===== config.mk =====
export PLATFORM = sky130hd
export DESIGN_NAME = fifo_rd_stream
export DESIGN_NICKNAME = d
export VERILOG_FILES = /design/src/rtl/fifo_rd_stream.sv
export SDC_FILE = /design/constraint.sdc
export NUM_CORES = 1
export LEC_CHECK = 0
export CORE_MARGIN = 4
export CORE_UTILIZATION = 48
export DETAILED_ROUTE_END_ITERATION = 12
export PLACE_DENSITY = 0.78
export SLEW_MARGIN = 20
export SYNTH_ARGS = -nofsm -noshare
export SYNTH_HDL_FRONTEND = slang
export SYNTH_SLANG_ARGS = --single-unit

===== constraint.sdc =====
create_clock -name clk -period 2.2 [get_ports clk]
set_input_delay 0.44 -clock clk [delete_from_list [all_inputs] [get_ports clk]]
set_output_delay 0.44 -clock clk [all_outputs]
set_load 0.01 [all_outputs]

===== src/rtl/fifo_rd_stream.sv =====
// rtl/fifo_rd_stream.sv - FIFO read-port adapter with a 2-entry skid buffer feeding a valid/ready stream
module fifo_rd_stream #(
  parameter int FIFO_WIDTH = 16,
  parameter int CNT_W      = 16
) (
  input  logic                  clk,
  input  logic                  rst_n,
  input  logic                  enable,
  output logic                  fifo_rd_en,
  input  logic                  fifo_empty,
  input  logic [FIFO_WIDTH-1:0] fifo_data_out,
  input  logic                  fifo_underflow,
  output logic                  m_valid,
  output logic [FIFO_WIDTH-1:0] m_data,
  input  logic                  m_ready,
  output logic [CNT_W-1:0]      xfer_cnt,
  output logic                  err_underflow,
  output logic                  idle
);

  logic [1:0]            buf_cnt_q, buf_cnt_d;
  logic [FIFO_WIDTH-1:0] head_q, head_d;
  logic [FIFO_WIDTH-1:0] tail_q, tail_d;
  logic                  inflight_q, inflight_d;
  logic [CNT_W-1:0]      xfer_cnt_q, xfer_cnt_d;
  logic                  err_q, err_d;
  logic                  pop;
  logic                  cap;
  logic [1:0]            occ;

  assign pop = (buf_cnt_q != 2'd0) && m_ready;
  assign cap = inflight_q;
  assign occ = buf_cnt_q + {1'b0, inflight_q};

  // A read is only issued when a slot is guaranteed for its data one cycle later.
  always_comb begin
    fifo_rd_en = 1'b0;
    if (rst_n && enable && !fifo_empty) begin
      fifo_rd_en = (occ < 2'd2) || ((occ == 2'd2) && pop);
    end
  end

  always_comb begin
    buf_cnt_d = buf_cnt_q;
    head_d    = head_q;
    tail_d    = tail_q;
    case (buf_cnt_q)
      2'd0: begin
        if (cap) begin
          head_d    = fifo_data_out;
          buf_cnt_d = 2'd1;
        end
      end
      2'd1: begin
        if (cap && !pop) begin
          tail_d    = fifo_data_out;
          buf_cnt_d = 2'd2;
        end else if (cap && pop) begin
          head_d = fifo_data_out;
        end else if (pop) begin
          buf_cnt_d = 2'd0;
        end
      end
      2'd2: begin
        if (pop) begin
          head_d = tail_q;
          if (cap) begin
            tail_d = fifo_data_out;
          end else begin
            buf_cnt_d = 2'd1;
          end
        end
      end
      default: buf_cnt_d = 2'd0;
    endcase
  end

  always_comb begin
    inflight_d = fifo_rd_en;
    xfer_cnt_d = xfer_cnt_q + {{(CNT_W-1){1'b0}}, pop};
    err_d      = err_q | fifo_underflow;
  end

  always_ff @(posedge clk or negedge rst_n) begin
    if (!rst_n) begin
      buf_cnt_q  <= 2'd0;
      head_q     <= '0;
      tail_q     <= '0;
      inflight_q <= 1'b0;
      xfer_cnt_q <= '0;
      err_q      <= 1'b0;
    end else begin
      buf_cnt_q  <= buf_cnt_d;
      head_q     <= head_d;
      tail_q     <= tail_d;
      inflight_q <= inflight_d;
      xfer_cnt_q <= xfer_cnt_d;
      err_q      <= err_d;
    end
  end

  assign m_valid       = (buf_cnt_q != 2'd0);
  assign m_data        = head_q;
  assign idle          = (buf_cnt_q == 2'd0) && !inflight_q;
  assign xfer_cnt      = xfer_cnt_q;
  assign err_underflow = err_q;

endmodule


==> results.json, run 1 <==
{
  "synthesis.nets": 207,
  "setup.worst_path.start": "buf_cnt_q[0]",
  "die_x_microns": 77.09,
  "sequentialPowerShare_pct": 52.1,
  "hold_path.class": "in2async",
  "die_h_microns": 77.09,
  "min_period_ns": 2.089,
  "yosysTopAreaCell": "dfrtp_1",
  "wire_per_inst_microns": 14.23,
  "start_util_pct": 51.20,
  "core-area_sq_mm": 0.004474,
  "hold-worst-slack_ns": 0.3070,
  "power_switching_mw": 0.7011,
  "synth_top_area_share_pct": 56.80,
  "final-setup-viol-count": 0,
  "outcome": "complete, no violations",
  "clk_pin_slew_ns": 0.09,
  "clockBufferDepth": 2,
  "rsz0062_at_grt": "false",
  "critical_path_arrival_ns": 1.65,
  "relSlewSlack_pct": 57.57,
  "cts_buffers": 5,
  "track_usage_pct": 15.12,
  "avgSynthCellArea_sq_um": 12.59,
  "die_area_sq_mm": 0.005942,
  "hold_violations": 0,
  "p_sw_share_pct": 27.55,
  "gp_congestion": 0.7823,
  "grt_max_degree": 53,
  "critical_path_class": "reg2out",
  "cp_slowest_cell": "dfrtp_1",
  "path_delay_family": "flip-flops",
  "firstDrtPassIters": 4,
  "cts_tree": "built",
  "place_ws_ns": -0.3567,
  "area_growth_pct": 32.06,
  "gr-total-overflow": 0,
  "path_max_fanout": 2,
  "timing.final.crit_share_pct": 94.94,
  "ys.warnings.count": 0,
  "totalWireLength_mm": 4.242,
  "tightest_slew_ns": 0.6364,
  "synth_area_sq_mm": 0.002291,
  "fin_total_pwr_mw": 2.545,
  "grt_pass1_vias": 1605,
  "leakage_nw": 1.329,
  "setup_ws_ns": 0.1112,
  "dp_cells": 290,
  "dpl.hpwl_mm": 3.052,
  "intPower_mw": 1.843,
  "rows": 24,
  "grt_pass1_wl_mm": 7.369,
  "fmax_ghz": 0.4788,
  "vias_per_cell": 5.265,
  "instances_no_fill": 298,
  "mostFrequentLayoutCells": "54 x clkdlybuf4s50_1, 52 x dfrtp_1, 18 x nor2_1",
  "ant_nets": 0,
  "ys_types": 32,
  "grt_antenna_before_repair": 0,
  "drv_slew": 0,
  "ctsHoldBuffers": 0,
  "drt_iter0_drc": 51,
  "io_buffer_count": 57,
  "r2r_start": "buf_cnt_q[0]",
  "powerDensity_mw_per_mm2": 841.1,
  "ios": 58,
  "path_buf_inv": 1,
  "crit_required_ns": 1.76,
  "root_buffer": "clkbuf_8",
  "cp_cell_sequence": "ha_1 > nor2b_1 > a21boi_0 > a211oi_2 > buf_2",
  "ir_drop_v": 0.0005297,
  "drive_gt1_share_pct": 15.45,
  "nFillCells": 352,
  "ys_ff_latch": 52,
  "via_count": 1569,
  "cts_sinks": 52,
  "antenna_cells": 0,
  "final_common_cell": "clkdlybuf4s50_1",
  "drc_errors": 0,
  "ys_seq_area_share_pct": 56.80,
  "power.share.clock_pct": 19.7,
  "clk_latency_ns": 0.29,
  "netlist_instances": 182,
  "max_stage_delay_ns": 0.39,
  "final_nets": 271,
  "endpoint_kind": "primary output",
  "skew_ns": 0.008804,
  "start_kind": "flip-flop",
  "pwr-share-comb_pct": 28.2,
  "synth.area.top_cells": "dfrtp_1 57%, mux2i_1 7.0%, mux2_4 6.6%, xnor2_1 4.6%, a21oi_1 3.7%",
  "cap_violations": 0,
  "h-tree-depth": 2
}
==> sequential cells by signal, indices dropped and copies added, names as in the netlist <==
name / cells
tail_q: 16
m_data: 16
buf_cnt_q: 2
err_underflow: 1
cap: 1
xfer_cnt: 16
==> metal layers <==
metal	global-route usage, %	wire, microns	vias up
li1	-	-	762
met5	0	0	-
met1	18.80	1933	757
met4	4.093	29	0
met3	4.215	255	4
met2	25.87	2023	46
==> Yosys cell counts <==
master and number:
nand2_1 4, and3_1 3, dfrtp_1 52, ha_1 3
xnor2_1 12, and2_1 2, nor3_1 1, o2bb2ai_2 1
mux2_2 6, and2b_1 1, inv_1 1, o32ai_1 1
nand2_4 1, a211oi_1 1, o22ai_1 1, nor2b_1 2
nand3b_1 1, a32o_1 1, and4_1 3, buf_6 2
mux2i_1 16, nand3_1 6, or2_2 2, a21oi_1 17
mux2_4 10, nand2b_1 1, clkbuf_1 3, xor2_1 2
nand4_1 3, nor2_1 18, buf_2 3, a21boi_0 2
==> kinds of logic (layout without fill, tap and decap cells) <==
group,Yosys count,after routing,share of synthesized area [%]
flip-flops,52,52,56.80
AND/OR/NAND/NOR,48,48,10.98
multiplexers,32,32,16.49
AO/OA/AOI/OAI,24,24,6.444
XOR/XNOR,14,14,5.352
buffers and inverters,9,73,2.293
adder cells (fa/ha/maj),3,3,1.639
==> path summary, 6_finish.rpt <==
kind / slack, ns / end / cells past startpoint
max: 0.11 / fifo_rd_en / 5
min: 0.31 / xfer_cnt[1] / 2
max reg2reg: 0.43 / xfer_cnt[15] / 7
min reg2reg: 0.47 / err_underflow / 1
max in group asynchronous: 1.47 / buf_cnt_q[1] / 2
min in group clk: 0.47 / err_underflow / 1
==> worst register-to-register path: stages (launching register included) <==
cell and delay [ns]:
dfrtp_1 0.39, buf_4 0.16, or2_2 0.30, and2_1 0.17, ha_1 0.20, and3_1 0.23, nand4_1 0.13, xnor2_1 0.13
==> stage by stage <==
stage / util (%) / TNS [ns] / area (sq um)
after floorplan: - / 0 / 2291
after global placement: 65.66 / -0.2660 / 2938
after detailed placement: 65.66 / -0.3567 / 2938
after CTS: 67.51 / 0 / 3020
after global routing: 67.62 / 0 / 3025
final: 67.62 / 0 / 3025
==> area by class of cell <==
| type | instances | area [sq um] | share of cell area (%) |
|---|---|---|---|
| Sequential cell | 52 | 1301 | 43.01 |
| Inverter | 1 | 3.754 | 0.1241 |
| Multi-Input combinational cell | 121 | 942.2 | 31.14 |
| Clock buffer | 5 | 68.82 | 2.275 |
| Clock inverter | 2 | 12.51 | 0.4136 |
| Tap cell | 52 | 65.06 | 2.151 |
| Timing Repair Buffer | 65 | 631.9 | 20.89 |
==> repair_timing <==
item / CTS / global route
setup buffers: 1 / 0
resized for setup: 5 / 1
pin swaps: 1 / 0
setup endpoints to repair: 2 / 1
cloned: 0 / 0
==> power by group through the flow <==
stage | Sequential, mW | Clock, mW | Combinational (mW)
finish | 1.33 | 0.500 | 0.718
global route | 1.36 | 0.568 | 0.787
CTS | 1.33 | 0.526 | 0.732
detailed placement | 1.34 | 0 | 0.729
global placement | 1.34 | 0 | 0.713
floorplan | 1.38 | 0 | 0.278
Power figures use the tool's default switching activity.
==> run 2, diff against run 1 <==
- CAP_MARGIN: default -> 25
==> results of run 2 <==
Final layout, timing and power as in run 1 (identical DEF).
